`config.mk`:
```
export PLATFORM = sky130hd
export DESIGN_NAME = proc_core_mc
export DESIGN_NICKNAME = d
export VERILOG_FILES = /design/src/rtl/proc_core_mc.sv
export SDC_FILE = /design/constraint.sdc
export NUM_CORES = 1
export LEC_CHECK = 0
export BUFFER_PORTS_ARGS = -buffer_cell sky130_fd_sc_hd__clkbuf_2
export CAP_MARGIN = 20
export CORE_MARGIN = 4
export CORE_UTILIZATION = 40
export CTS_CLUSTER_DIAMETER = 50
export CTS_CLUSTER_SIZE = 16
export DETAILED_ROUTE_END_ITERATION = 8
export PLACE_DENSITY = 0.55
export SETUP_SLACK_MARGIN = 0.15
export SYNTH_ARGS = -nofsm -noshare
export SYNTH_HDL_FRONTEND = slang
export SYNTH_SLANG_ARGS = --single-unit
export TNS_END_PERCENT = 100
```
`constraint.sdc`:
```
create_clock -name clk -period 3.5 [get_ports clk]
set_input_delay 0.175 -clock clk [delete_from_list [all_inputs] [get_ports clk]]
set_output_delay 0.175 -clock clk [all_outputs]
set_load 0.02 [all_outputs]
```
`src/rtl/proc_core_mc.sv`:
```
// Multi-cycle 16-bit-instruction processor core with a req/valid fetch port and a retire trace.
// FETCH/DECODE/EXECUTE/WRITEBACK sequencing over an 8-entry register file.
module proc_core_mc #(
  parameter int unsigned DATA_W = 16,
  parameter int unsigned PC_W   = 10,
  parameter int unsigned NREG   = 8
) (
  input  logic              clk,
  input  logic              reset,
  output logic              imem_req,
  output logic [PC_W-1:0]   imem_addr,
  input  logic [15:0]       imem_rdata,
  input  logic              imem_valid,
  output logic [PC_W-1:0]   pc,
  output logic              halted,
  output logic              retire,
  output logic              retire_we,
  output logic [2:0]        retire_waddr,
  output logic [DATA_W-1:0] retire_wdata,
  output logic [PC_W-1:0]   retire_pc
);

  localparam logic [2:0] StFetch     = 3'd0;
  localparam logic [2:0] StDecode    = 3'd1;
  localparam logic [2:0] StExecute   = 3'd2;
  localparam logic [2:0] StWriteback = 3'd3;
  localparam logic [2:0] StHalt      = 3'd4;

  localparam logic [2:0] OpAdd  = 3'd0;
  localparam logic [2:0] OpSub  = 3'd1;
  localparam logic [2:0] OpAddi = 3'd2;
  localparam logic [2:0] OpSubi = 3'd3;
  localparam logic [2:0] OpBeqz = 3'd4;
  localparam logic [2:0] OpJmp  = 3'd5;
  localparam logic [2:0] OpLdi  = 3'd6;
  localparam logic [2:0] OpHalt = 3'd7;

  logic [2:0]        state_q, state_d;
  logic              run_q;
  logic [PC_W-1:0]   pc_q, pc_d;
  logic [PC_W-1:0]   npc_q, npc_d;
  logic [15:0]       ir_q, ir_d;
  logic [DATA_W-1:0] opa_q, opa_d;
  logic [DATA_W-1:0] opb_q, opb_d;
  logic [DATA_W-1:0] res_q, res_d;
  logic              we_q, we_d;
  logic [DATA_W-1:0] regs_q [NREG];
  logic              rf_we;

  logic              retire_q, retire_d;
  logic              rt_we_q, rt_we_d;
  logic [2:0]        rt_waddr_q, rt_waddr_d;
  logic [DATA_W-1:0] rt_wdata_q, rt_wdata_d;
  logic [PC_W-1:0]   rt_pc_q, rt_pc_d;

  logic [2:0]        op, rd, rs1, rs2;
  logic [15:0]       off_sext;
  logic [PC_W-1:0]   br_off, jmp_tgt, pc_inc;
  logic [DATA_W-1:0] imm4_ext, imm10_ext;

  assign op        = ir_q[15:13];
  assign rd        = ir_q[12:10];
  assign rs1       = ir_q[9:7];
  assign rs2       = ir_q[2:0];
  assign off_sext  = {{9{ir_q[6]}}, ir_q[6:0]};
  assign br_off    = PC_W'(off_sext);
  assign jmp_tgt   = PC_W'(ir_q[9:0]);
  assign pc_inc    = pc_q + PC_W'(1);
  assign imm4_ext  = DATA_W'(ir_q[3:0]);
  assign imm10_ext = DATA_W'(ir_q[9:0]);

  // run_q keeps the request low during the first cycle out of reset.
  assign imem_req     = run_q && (state_q == StFetch);
  assign imem_addr    = pc_q;
  assign pc           = pc_q;
  assign halted       = (state_q == StHalt);
  assign retire       = retire_q;
  assign retire_we    = rt_we_q;
  assign retire_waddr = rt_waddr_q;
  assign retire_wdata = rt_wdata_q;
  assign retire_pc    = rt_pc_q;

  always_comb begin
    state_d    = state_q;
    pc_d       = pc_q;
    npc_d      = npc_q;
    ir_d       = ir_q;
    opa_d      = opa_q;
    opb_d      = opb_q;
    res_d      = res_q;
    we_d       = we_q;
    rf_we      = 1'b0;
    retire_d   = 1'b0;
    rt_we_d    = rt_we_q;
    rt_waddr_d = rt_waddr_q;
    rt_wdata_d = rt_wdata_q;
    rt_pc_d    = rt_pc_q;

    unique case (state_q)
      StFetch: begin
        if (imem_req && imem_valid) begin
          ir_d    = imem_rdata;
          state_d = StDecode;
        end
      end
      StDecode: begin
        opa_d   = regs_q[rs1];
        opb_d   = (op == OpAddi || op == OpSubi) ? imm4_ext : regs_q[rs2];
        state_d = StExecute;
      end
      StExecute: begin
        res_d = opa_q;
        we_d  = 1'b0;
        npc_d = pc_inc;
        case (op)
          OpAdd, OpAddi: begin
            res_d = opa_q + opb_q;
            we_d  = 1'b1;
          end
          OpSub, OpSubi: begin
            res_d = opa_q - opb_q;
            we_d  = 1'b1;
          end
          OpBeqz: begin
            if (opa_q == '0) npc_d = pc_q + br_off;
          end
          OpJmp: npc_d = jmp_tgt;
          OpLdi: begin
            res_d = imm10_ext;
            we_d  = 1'b1;
          end
          default: ;
        endcase
        state_d = (op == OpHalt) ? StHalt : StWriteback;
      end
      StWriteback: begin
        rf_we    = we_q;
        pc_d     = npc_q;
        retire_d = 1'b1;
        rt_we_d  = we_q;
        rt_pc_d  = pc_q;
        // Branches leave the last written register/value on the trace port.
        if (we_q) begin
          rt_waddr_d = rd;
          rt_wdata_d = res_q;
        end
        state_d = StFetch;
      end
      StHalt: ;
      default: state_d = StFetch;
    endcase
  end

  always_ff @(posedge clk) begin
    if (!reset) begin
      state_q    <= StFetch;
      run_q      <= 1'b0;
      pc_q       <= '0;
      npc_q      <= '0;
      ir_q       <= '0;
      opa_q      <= '0;
      opb_q      <= '0;
      res_q      <= '0;
      we_q       <= 1'b0;
      retire_q   <= 1'b0;
      rt_we_q    <= 1'b0;
      rt_waddr_q <= '0;
      rt_wdata_q <= '0;
      rt_pc_q    <= '0;
    end else begin
      state_q    <= state_d;
      run_q      <= 1'b1;
      pc_q       <= pc_d;
      npc_q      <= npc_d;
      ir_q       <= ir_d;
      opa_q      <= opa_d;
      opb_q      <= opb_d;
      res_q      <= res_d;
      we_q       <= we_d;
      retire_q   <= retire_d;
      rt_we_q    <= rt_we_d;
      rt_waddr_q <= rt_waddr_d;
      rt_wdata_q <= rt_wdata_d;
      rt_pc_q    <= rt_pc_d;
    end
  end

  always_ff @(posedge clk) begin
    if (!reset) begin
      for (int i = 0; i < int'(NREG); i++) regs_q[i] <= '0;
    end else if (rf_we) begin
      regs_q[rd] <= res_q;
    end
  end

endmodule

```
==> results of run 1 <==
## routing by layer
layer	routed length, microns	up-vias	part of all wire
li1	-	4458	-
met1	16500	4663	0.46
met2	17000	249	0.47
met3	1880	41	0.052
met4	612	0	0.017
met5	0	-	0
## worst paths after layout
check	start	to	slack, ns	depth (start not counted)
min	imem_valid	ir_q[8]$_SDFFE_PN0P_	0.28	4
max reg2reg	opb_q[2]$_SDFFE_PN0P_	res_q[15]$_SDFFE_PN0N_	0.46	11
min reg2reg	retire_wdata[15]$_SDFFE_PN0P_	retire_wdata[15]$_SDFFE_PN0P_	0.46	2
max	opb_q[2]$_SDFFE_PN0P_	res_q[15]$_SDFFE_PN0N_	0.46	11
## cell families (layout without fill, tap and decap cells)
| kind of cell | Yosys count | after routing | synth area share |
|---|---|---|---|
| compound gates | 226 | 226 | 0.118 |
| xor+xnor | 45 | 45 | 0.0298 |
| fa+ha+maj | 28 | 28 | 0.0276 |
| buf+inv | 98 | 189 | 0.0336 |
| flops | 251 | 251 | 0.476 |
| mux | 100 | 100 | 0.136 |
| simple gates | 451 | 451 | 0.178 |
## stage by stage
stage / cell area, sq um / setup WS [ns] / util / cells
4_1_cts: 15200 / 0.382 / 0.467 / 1731
3_3_place_gp: 14000 / 0.527 / 0.429 / 1656
6_report: 15300 / 0.464 / 0.468 / 1732
5_1_grt: 15300 / 0.241 / 0.468 / 1732
3_5_place_dp: 14000 / 0.436 / 0.429 / 1656
2_1_floorplan: 13200 / 0.661 / - / 1199
## sequential cells by signal, indices dropped and copies added, names as in the netlist, 3 cells and up, named ones only
signal,flops
regs_q,128
opb_q,16
retire_wdata,16
retire_waddr,3
state_q,3
opa_q,16
ir_q,16
imem_addr,10
retire_pc,10
npc_q,10
res_q,16
## power breakdown
group	switching, W	internal [W]
clock	0.00140	0.00185
combinational	0.000664	0.000545
sequential	0.000167	0.00320
## timing repair
action                                  4_1_cts  5_1_grt
endpoints found under the setup margin        0        2
hold buffers                                 17        0
endpoints found under the hold margin        30        0
resized for setup                             0        1
## layout by cell type, fill, tap and decap left out, types with 6 or more instances in the layout
cell type,n
sky130_fd_sc_hd__nor2_1,20
sky130_fd_sc_hd__nand2_1,193
sky130_fd_sc_hd__nand2b_1,18
sky130_fd_sc_hd__a21boi_0,61
sky130_fd_sc_hd__buf_4,30
sky130_fd_sc_hd__nand3_1,15
sky130_fd_sc_hd__o21ai_0,36
sky130_fd_sc_hd__mux2i_1,35
sky130_fd_sc_hd__inv_1,12
sky130_fd_sc_hd__a31oi_1,6
sky130_fd_sc_hd__xor2_1,16
sky130_fd_sc_hd__a21oi_1,42
sky130_fd_sc_hd__clkbuf_2,70
sky130_fd_sc_hd__o211ai_1,12
sky130_fd_sc_hd__nor4_1,6
sky130_fd_sc_hd__clkbuf_16,31
sky130_fd_sc_hd__xnor2_1,29
sky130_fd_sc_hd__edfxtp_1,128
sky130_fd_sc_hd__mux4_2,64
sky130_fd_sc_hd__a21o_1,8
sky130_fd_sc_hd__and3_1,7
sky130_fd_sc_hd__o21ai_1,8
sky130_fd_sc_hd__nor2b_1,12
sky130_fd_sc_hd__dlygate4sd3_1,17
sky130_fd_sc_hd__o211a_1,22
sky130_fd_sc_hd__dfxtp_1,120
sky130_fd_sc_hd__inv_6,6
sky130_fd_sc_hd__ha_1,26
sky130_fd_sc_hd__and2_1,146
## worst min-delay path, stage by stage
cell                       delay, ns
sky130_fd_sc_hd__clkbuf_2       0.09
sky130_fd_sc_hd__and2_1         0.36
sky130_fd_sc_hd__nand2_1        0.15
sky130_fd_sc_hd__a21boi_0       0.06
## final cells by class
type,count,area [sq um]
Tap cell,442,553
Sequential cell,251,6310
Timing Repair Buffer,119,793
Clock buffer,34,797
Fill cell,3008,17400
Inverter,12,45.0
Multi-Input combinational cell,850,6500
Clock inverter,24,259
==> insert_results.sql, run 1 <==
INSERT INTO impl_metrics (metric_group, metric, value, unit) VALUES
('clocking', 'clock_sink_count', '251', ''),
('timing', 'slew_viol_final', '0', ''),
('worst_setup_path', 'critical_path_peak_fanout', '6', ''),
('timing', 'final_hold_viol_count', '0', ''),
('finish', 'n_antenna_cell', '0', ''),
('synthesis', 'most_common_cell_in_the_netlist', 'sky130_fd_sc_hd__nand2_1', ''),
('synthesis', 'avgSynthCellArea', '11.0', 'sq um'),
('drt', 'ant_nets', '0', ''),
('grt', 'global_route.peak_usage_layer', 'met2', ''),
('synthesis', 'synth_cell_types', '65', ''),
('worst_setup_path', 'worst-endpoint-required', '3.95', 'ns'),
('synthesis', 'post_synth_most_frequent_cells', '193 x sky130_fd_sc_hd__nand2_1, 146 x sky130_fd_sc_hd__and2_1, 128 x sky130_fd_sc_hd__edfxtp_1, 123 x sky130_fd_sc_hd__dfxtp_1, 64 x sky130_fd_sc_hd__mux4_2', ''),
('finish', 'layout-drive-gt1-share', '0.190', ''),
('pwr', 'power.total', '0.00783', 'W'),
('synthesis', 'yosysWarnings', '0', ''),
('worst_setup_path', 'path_type_of_the_worst_setup_path', 'reg2reg', ''),
('clocking', 'cts_tree', 'done', ''),
('synthesis', 'synth-seq-cells', '251', ''),
('synthesis', 'mappedNetlistNets', '1246', ''),
('synthesis', 'netlist_instances', '1199', ''),
('worst_setup_path', 'end_kind', 'flop', ''),
('placed_design', 'detailedPlacementHpwl', '24000', 'microns'),
('grt', 'grt_remaining_overflow', '0', ''),
('synthesis', 'async_flop_share', '0', ''),
('grt', 'met1_usage', '0.283', ''),
('timing', 'maxSlewHeadroom', '0.359', ''),
('drt', 'avgRoutedWirePerCell', '20.8', 'microns'),
('drt', 'drt_iter0_drc', '595', ''),
('timing', 'min_period', '3.04', 'ns'),
('synthesis', 'synth.top_cell.area_share', '0.290', ''),
('grt', 'grt_use_total', '0.198', ''),
('synthesis', 'synth.top_cells.by_area', 'sky130_fd_sc_hd__edfxtp_1 29%, sky130_fd_sc_hd__dfxtp_1 19%, sky130_fd_sc_hd__mux4_2 11%', ''),
('grt', 'antenna_found_initial', '3', ''),
('status', 'status', 'finished clean', ''),
('die', 'io_pins', '72', ''),
('timing', 'maxClockFrequency', '329', 'MHz'),
('synthesis', 'number_of_flops_mapped_to_enable_cells_by_yosys', '128', ''),
('timing', 'tightest_slew', '0.961', 'ns'),
('synthesis', 'cell_type_contributing_the_most_total_cell_area_after_synthesis', 'sky130_fd_sc_hd__edfxtp_1', ''),
('worst_setup_path', 'crit_path_top_delay_cell', 'sky130_fd_sc_hd__a221oi_2', ''),
('synthesis', 'syn-cell-area', '13200', 'sq um'),
('clocking', 'cts.clk_slew.worst_paths', '0.07', 'ns'),
('drt', 'wirelength', '36000', 'microns'),
('die', 'die_y', '190', 'microns'),
('flow_run', 'cap_violations', '0', ''),
('grt', 'global_route.usage.met2', '0.326', ''),
('drt', 'via_per_inst', '5.43', ''),
('worst_setup_path', 'cp.arrival', '3.48', 'ns'),
('worst_setup_path', 'critPathLaunchType', 'flop', ''),
('die', 'placementRows', '66', ''),
('pwr', 'power.static_leakage', '5.77', 'nW'),
('clocking', 'clockBufferDepth', '3', ''),
('drt', 'drc', '0', ''),
('min_path', 'hp-class', 'in2reg', ''),
('worst_setup_path', 'cp.buffers_inverters', '0', ''),
('grt', 'grt_max_degree', '73', ''),
('clocking', 'postCtsSetupRepairBufs', '0', ''),
('pwr', 'cellPowerDensity', '513', 'nW/um^2'),
('timing', 'setup_viol', '0', ''),
('clocking', 'clock_tree.htree_level_count', '1', ''),
('finish', 'final_net_count', '1312', ''),
('placed_design', 'port_buffers', '71', ''),
('grt', 'grt_pass1_vias', '9236', ''),
('timing', 'grt_setup_unrepaired', 'false', ''),
('clocking', 'clk-insertion-delay-late', '0.59', 'ns'),
('grt', 'grt.met3_usage', '0.0257', ''),
('timing', 'worst_case_clock_skew', '0.0349', 'ns'),
('clocking', 'clockRootBuffer', 'sky130_fd_sc_hd__clkbuf_16', ''),
('synthesis', 'seq_area_frac_synth', '0.476', ''),
('timing', 'layout_worst_path_cycle_share', '0.868', ''),
('synthesis', 'synth_top_flop_cell', 'sky130_fd_sc_hd__edfxtp_1', '');
(Power assumes the default switching activity.)
==> run 2, diff against run 1 <==
--- a/config.mk
+++ b/config.mk
@@ -12,7 +12,6 @@
 export CTS_CLUSTER_DIAMETER = 50
 export CTS_CLUSTER_SIZE = 16
 export DETAILED_ROUTE_END_ITERATION = 8
-export PLACE_DENSITY = 0.55
 export SETUP_SLACK_MARGIN = 0.15
 export SYNTH_ARGS = -nofsm -noshare
 export SYNTH_HDL_FRONTEND = slang
==> run 2 against run 1 <==
  * Wire length fell by 3.5%
  * Combinational power barely moved
  * Sequential share of layout area grew 0.20 points
  * Critical endpoint unchanged
==> insert_results.sql, run 2 (synthesis results as in run 1) <==
INSERT INTO impl_metrics (metric_group, metric, value, unit) VALUES
('die', 'die_y', '190', 'microns'),
('die', 'fp.dieW', '190', 'microns'),
('die', 'io_pins', '72', ''),
('drt', 'ant_nets', '0', ''),
('die', 'floorplan.initialDensity', '0.406', ''),
('finish', 'n_fill_cell', '2991', ''),
('clocking', 'holdBufCountCts', '17', ''),
('placed_design', 'dpl_worst_slack', '0.460', 'ns'),
('timing', 'maxSlewHeadroom', '0.410', ''),
('finish', 'layout_commonest_cell', 'sky130_fd_sc_hd__nand2_1', ''),
('status', 'status', 'finished clean', ''),
('timing', 'final_hold_viol_count', '0', ''),
('worst_setup_path', 'critPathLaunchType', 'flop', ''),
('clocking', 'clk-insertion-delay-late', '0.57', 'ns'),
('finish', 'final_net_count', '1310', ''),
('clocking', 'clockBufferDepth', '3', ''),
('clocking', 'postCtsSetupRepairBufs', '0', ''),
('finish', 'largest_register', 'regs_q', ''),
('worst_setup_path', 'worst-endpoint-required', '3.94', 'ns'),
('die', 'design.die.area', '36100', 'sq um'),
('flow_run', 'cap_violations', '0', ''),
('die', 'placementRows', '66', ''),
('clocking', 'clock_sink_count', '251', ''),
('pwr', 'vdd.ir_drop.worst', '417', 'uV'),
('clocking', 'cts_repair_resize_count', '0', ''),
('placed_design', 'detailedPlacementHpwl', '23700', 'microns'),
('pwr', 'power.static_leakage', '5.75', 'nW'),
('pwr', 'cellPowerDensity', '508', 'nW/um^2'),
('finish', 'n_antenna_cell', '0', ''),
('worst_setup_path', 'end_kind', 'flop', ''),
('timing', 'finalWorstSetupSlack', '0.389', 'ns'),
('worst_setup_path', 'critical_path_peak_fanout', '6', ''),
('drt', 'detailroute.via_count', '9243', ''),
('finish', 'layout-drive-gt1-share', '0.185', ''),
('grt', 'grt_pass1_vias', '9154', ''),
('clocking', 'cts_tree', 'done', ''),
('timing', 'worst_case_clock_skew', '0.0339', 'ns'),
('timing', 'maxClockFrequency', '321', 'MHz'),
('placed_design', 'placed_cells_incl_taps', '1658', ''),
('finish', 'largest_register_ffs', '128', ''),
('worst_setup_path', 'timing.critical_path.cells', 'nor4_1 > a21oi_1 > xnor2_1 > ha_1 > a21o_1 > a21o_1 > a31o_1 > a221oi_2 > o21ai_1 > xnor2_1 > a21oi_1', ''),
('drt', 'drc', '0', ''),
('clocking', 'cts.clk_slew.worst_paths', '0.07', 'ns'),
('timing', 'layout_worst_path_cycle_share', '0.889', ''),
('worst_setup_path', 'path_type_of_the_worst_setup_path', 'reg2reg', ''),
('finish', 'finish.utilization', '0.465', ''),
('die', 'core_area', '32600', 'sq um'),
('clocking', 'clockRootBuffer', 'sky130_fd_sc_hd__clkbuf_16', ''),
('grt', 'grt_remaining_overflow', '0', ''),
('worst_setup_path', 'critical_path_max_stage_delay', '0.46', 'ns'),
('timing', 'setup_viol', '0', ''),
('worst_setup_path', 'cp.arrival', '3.55', 'ns'),
('drt', 'drt_iter0_drc', '582', ''),
('timing', 'slew_viol_final', '0', ''),
('finish', 'area_growth', '14.7', '%'),
('clocking', 'cts_made_buffers', '28', ''),
('timing', 'grt_setup_unrepaired', 'false', ''),
('drt', 'dr.pass1.iters', '5', ''),
('clocking', 'clock_tree.htree_level_count', '1', ''),
('drt', 'via_per_inst', '5.35', ''),
('timing', 'tns', '0', 'ns'),
('min_path', 'hp-class', 'in2reg', ''),
('worst_setup_path', 'crit_path_top_delay_cell', 'sky130_fd_sc_hd__nor4_1', ''),
('grt', 'antenna_found_initial', '0', ''),
('timing', 'tightest_slew', '0.883', 'ns'),
('finish', 'stdcell_count', '1727', ''),
('timing', 'min_period', '3.11', 'ns'),
('placed_design', 'port_buffers', '71', ''),
('finish', 'commonest_non_fill_non_tap_cells_in_the_layout', '193 x sky130_fd_sc_hd__nand2_1, 146 x sky130_fd_sc_hd__and2_1, 128 x sky130_fd_sc_hd__edfxtp_1', ''),
('drt', 'avgRoutedWirePerCell', '20.1', 'microns'),
('grt', 'first_pass_grt_wire_length', '53500', 'microns'),
('drt', 'wirelength', '34700', 'microns'),
('placed_design', 'gp_routability_congestion', '0.900', ''),
('grt', 'grt_use_total', '0.189', ''),
('grt', 'grt_max_degree', '61', '');
[run 2: changes by cell type in the layout (fill, tap and decap cells not counted)]
cell / before / now
sky130_fd_sc_hd__clkinvlp_4: 5 / 0
sky130_fd_sc_hd__bufinv_16: 2 / 3
sky130_fd_sc_hd__buf_16: 1 / 0
sky130_fd_sc_hd__inv_8: 4 / 1
sky130_fd_sc_hd__clkinv_16: 0 / 1
sky130_fd_sc_hd__nor4_2: 1 / 0
sky130_fd_sc_hd__clkinv_2: 0 / 3
sky130_fd_sc_hd__buf_4: 30 / 32
sky130_fd_sc_hd__dfxtp_1: 120 / 121
sky130_fd_sc_hd__nor4_1: 6 / 7
sky130_fd_sc_hd__clkbuf_16: 31 / 29
sky130_fd_sc_hd__inv_6: 6 / 8
sky130_fd_sc_hd__clkinv_4: 5 / 2
sky130_fd_sc_hd__dfxtp_2: 3 / 2
[run 2: per-layer routing]
metal,vias up,GRT usage,share of wire
met5,-,0,0
met4,0,0.0378,0.019
met3,40,0.0231,0.040
met2,175,0.328,0.50
met1,4557,0.257,0.44
li1,4471,-,-
[run 2: per-stage QoR]
| stage | hold slack, ns | instance area (sq um) | total power [W] |
|---|---|---|---|
| 2_1_floorplan | 0.203 | 13200 | 0.00427 |
| 3_3_place_gp | 0.415 | 14000 | 0.00461 |
| 3_5_place_dp | 0.423 | 14000 | 0.00461 |
| 4_1_cts | 0.324 | 15200 | 0.00775 |
| 5_1_grt | 0.377 | 15200 | 0.00802 |
| 6_report | 0.337 | 15200 | 0.00771 |
[run 2: where the power goes]
group          internal, W  leakage [nW]  switching, W
combinational     0.000542          2.94      0.000666
clock              0.00181         0.491       0.00133
sequential         0.00320          2.32      0.000168
total              0.00555          5.75       0.00216
[run 2: path summary, 6_finish.rpt]
path	from	to	slack, ns	depth (start not counted)
worst min register to register	npc_q[0]$_SDFFE_PN0N_	imem_addr[0]$_SDFFE_PN0P_	0.46	2
worst max register to register	opb_q[2]$_SDFFE_PN0P_	res_q[15]$_SDFFE_PN0N_	0.39	11
worst min-delay path	imem_valid	ir_q[8]$_SDFFE_PN0P_	0.34	4
worst max-delay path	opb_q[2]$_SDFFE_PN0P_	res_q[15]$_SDFFE_PN0N_	0.39	11
[run 2: worst max-delay path, delay by kind of cell, from the launching register on]
kind / cells / cell delay [ns]
flops: 1 / 0.37
fa+ha+maj: 1 / 0.34
xor+xnor: 2 / 0.40
compound gates: 7 / 1.43
simple gates: 1 / 0.46
[run 2: area by class of cell]
class,count,area [sq um],share of cell area
Clock buffer,32,747,0.0492
Clock inverter,20,254,0.0167
Inverter,12,45.0,0.00297
Multi-Input combinational cell,850,6490,0.428
Sequential cell,251,6310,0.416
Tap cell,442,553,0.0364
Timing Repair Buffer,120,781,0.0514
